--- src/rtl/inst_mgmt.sv ---
// Instruction-management stage: forwards fetched word, held copy, or NOP bubble to decode.
// Latency: rdata->inst 0 cycles (combinational), rdata->r_inst_q 1 cycle.
// Backpressure: none; stall is expressed by inst_sel=HOLD, which replays the last delivered word.
//
// Ports:
//   clk      - system clock, r_inst_q updates on rising edge
//   rst      - asynchronous active-low reset (0 = reset)
//   rdata    - instruction word from instruction memory this cycle
//   inst_sel - 00 fetch, 01 hold, 10 flush, 11 reserved (flush)
//   inst     - instruction presented to decode
module inst_mgmt #(
  parameter int unsigned      XLEN     = 32,
  parameter logic [XLEN-1:0]  NOP_INST = 32'h0000_0013
) (
  input  logic            clk,
  input  logic            rst,
  input  logic [XLEN-1:0] rdata,
  input  logic [1:0]      inst_sel,
  output logic [XLEN-1:0] inst
);

  localparam logic [1:0] SEL_FETCH = 2'b00;
  localparam logic [1:0] SEL_HOLD  = 2'b01;
  localparam logic [1:0] SEL_FLUSH = 2'b10;

  // Last word delivered to decode; source for HOLD.
  logic [XLEN-1:0] r_inst_q;
  logic [XLEN-1:0] w_inst_mux;

  // Reserved and unknown selects both fall to the default arm so a bad
  // control encoding becomes a bubble instead of a bogus instruction.
  always_comb begin
    w_inst_mux = NOP_INST;
    case (inst_sel)
      SEL_FETCH: w_inst_mux = rdata;
      SEL_HOLD:  w_inst_mux = r_inst_q;
      SEL_FLUSH: w_inst_mux = NOP_INST;
      default:   w_inst_mux = NOP_INST;
    endcase
  end

  // Reset gates the output directly so decode sees a bubble for the whole
  // reset window, independent of select and memory data.
  assign inst = rst ? w_inst_mux : NOP_INST;

  // Capture what was actually delivered in every mode, so a multi-cycle
  // hold stays constant and a hold after a flush replays the bubble.
  always_ff @(posedge clk or negedge rst) begin
    if (!rst) begin
      r_inst_q <= NOP_INST;
    end else begin
      r_inst_q <= w_inst_mux;
    end
  end

endmodule

--- config.mk ---
export PLATFORM = sky130hd
export DESIGN_NAME = inst_mgmt
export DESIGN_NICKNAME = d
export VERILOG_FILES = /design/src/rtl/inst_mgmt.sv
export SDC_FILE = /design/constraint.sdc
export NUM_CORES = 1
export LEC_CHECK = 0
export ABC_AREA = 1
export BUFFER_PORTS_ARGS = -buffer_cell sky130_fd_sc_hd__buf_2
export CORE_MARGIN = 2
export CORE_UTILIZATION = 35
export DETAILED_ROUTE_END_ITERATION = 10
export MAX_ROUTING_LAYER = met4
export PLACE_DENSITY = 0.64
export SKIP_LAST_GASP = 1
export SLEW_MARGIN = 5
export SYNTH_ARGS = -nofsm -noshare
export SYNTH_HDL_FRONTEND = slang
export SYNTH_SLANG_ARGS = --single-unit
--- constraint.sdc ---
create_clock -name clk -period 0.8 [get_ports clk]
set_input_delay 0.08 -clock clk [delete_from_list [all_inputs] [get_ports clk]]
set_output_delay 0.08 -clock clk [all_outputs]
set_load 0.01 [all_outputs]
==> reports/summary.txt <==
Placer congestion estimate: 0.770
Layout area overhead: 69.6%
Slowest-stage cell, CP: dfstp_2
Final #Nets: 341
Pin count of the biggest net entering global routing: 21
Root Buffer: clkbuf_8
Clock Skews: 0 ps
Vias per Instance: 4.56
Final hold violations: 16
Hold slack final: -234 ps
Iter 0 DRT Violations: 36
Synth Instances: 186
F_max: 837 MHz
Worst hold path type: in -> async
Final Slew Violations: 0
Width of the chip: 71.4 um
Setup slack after placement: -219 ps
CTS Buffer Depth: 2
Tmin final: 1190 ps
Filler cell count: 371
Initial core utilization: 0.365
Status: finished with violations
Post-synthesis cell type count: 16
Crit path max fanout: 2
Initial antenna violation count: 0
R2R cell count: 6
Crit-path cells: inv_2, nand2_2, nand2_2, nand2_1, buf_2
GR Util All Layers: 0.174
CP top delay family: flip-flops
Syn avg cell area: 8.55 um2
Largest reg by FF count: r_inst_q
Leak Pwr: 0.00144 uW
Vias in the first global route: 1618
CTS tree: built
Final setup vio count: 36
Required time worst endpoint: 720 ps
Die Height: 71.4 um
DRT antenna net count: 0
R2r startpoint: r_inst_q[4]
Die area: 5100 um2
Mapped Nets: 222
Worst Max-Slew Pin Slew: 251 ps
Share of cells above drive strength 1: 0.667
Max Cap Viol: 0
Setup crit end kind: output port
Critical path origin: r_inst_q[4]
Worst vdd ir: 1200 uV
Arr. time, crit path: 1110 ps
IO Pins: 68
Setup ws final: -394 ps
Seq/Total Area, Yosys: 0.506
Placed Instances: 338
First-pass GRT wire length: 6740 um
Post-DP HPWL: 2800 um
DR WL/cell: 11.4 um
Commonest non-fill, non-tap cell in the layout: buf_2
Clk_lat worst skew: 280 ps
GR peak layer: met2
CORE AREA: 4350 um2
Remaining global-route overflow: 0
Buffers & Inverters on Critical Path: 2
Port Buffers: 67
Met2 usage: 0.310
Synth Cell Area: 1590 um2
Max FFs per register: 32
# rows: 24
Yosys reg bits: 32
Reg2reg setup slack: -180 ps
Top Registers: r_inst_q: 32 flops
Pwr/cell area: 1380 nW/um2
Met1 usage: 0.185
Top cell by count, worst path: nand2_2
Routed via count: 1631
Clock Sinks: 32
Final Non-Filler Cells: 358
Met3 Use GR: 0.0366
Antenna Cells: 0
Kind of critical path: reg -> out
Crit start category: register
Most frequent cells in the layout: 66 x buf_2, 63 x nand2_1, 44 x buf_4
RSZ-0062 raised after global routing: true
H-tree depth: 2
Number of remaining DRC errors: 0
Crit-path max cell delay: 520 ps
Drt first pass iters: 4
Slew HR: 0.833
Synth Warn #: 0
CTS buffer count: 5
Final period utilization: 1.49
Final wirelength: 4080 um
Clock transition at path regs: 60 ps
Failing checks: hold timing, setup timing
Worst reg2reg path endpoint: r_inst_q[4]
cell usage after synthesis (all sizes together):
master	number	area (um2)
a21oi	29	183
buf	11	78.8
clkbuf	1	3.75
dfrtp	29	726
dfstp	3	78.8
inv	12	45.1
nand2	70	263
nand3	29	195
nor2	2	17.5
per-layer routing:
| metal | up-vias | routed length, um | part of all wire |
|---|---|---|---|
| met5 | - | 0 | 0 |
| met1 | 745 | 1680 | 0.41 |
| li1 | 835 | - | - |
| met4 | 0 | 70 | 0.017 |
| met3 | 7 | 179 | 0.044 |
| met2 | 44 | 2150 | 0.53 |
report_power, final:
part | switching, uW | internal [uW] | total (uW) | leakage (uW)
clock network | 526 | 700 | 1230 | 0.0000455
logic | 389 | 350 | 739 | 0.000976
registers | 41.3 | 1720 | 1760 | 0.000417
per-stage QoR:
stage	utilization	setup TNS (ps)	instance area (um2)	total power, uW
2_1_floorplan	-	0	1590	2060
3_3_place_gp	0.527	-5160	2300	2410
3_5_place_dp	0.527	-6360	2300	2420
4_1_cts	0.598	-8600	2600	3730
5_1_grt	0.619	-10150	2700	3930
6_report	0.619	-8140	2700	3720
cell type report:
type,count,area (um2),area share
Sequential cell,32,805,0.298
Timing Repair Buffer,124,853,0.316
Tap cell,52,65.1,0.0241
Inverter,12,45.0,0.0167
Clock buffer,8,90.1,0.0334
Multi-Input combinational cell,130,838,0.311
worst register-to-register path, cell delays in order (launching register included):
cell and delay (ps):
dfstp_2 520, inv_2 30, nand2_2 50, nand2_2 50, buf_4 120, buf_4 120, inv_2 30
cells by family (layout without fill, tap and decap cells):
family | after synthesis | count (layout) | share of synthesized area
buffers and inverters | 24 | 144 | 0.0803
AO/OA/AOI/OAI | 29 | 29 | 0.115
AND/OR/NAND/NOR | 101 | 101 | 0.299
flip-flops | 32 | 32 | 0.506
worst max-delay path by stage:
stage,endpoint,cells past startpoint
after floorplan,inst[0],4
after detailed placement,inst[14],6
after global routing,inst[0],5
after global placement,inst[14],6
after CTS,inst[0],5
final,inst[4],5
repair_timing:
| action | 4_1_cts | 5_1_grt |
|---|---|---|
| pin swaps | 48 | 16 |
| setup endpoints to repair | 33 | 41 |
| gates cloned | 0 | 0 |
| setup buffers | 15 | 6 |
| resized for setup | 24 | 33 |
| endpoints found under the hold margin | 16 | 16 |
No activity file was read; power rests on OpenSTA's default activity.
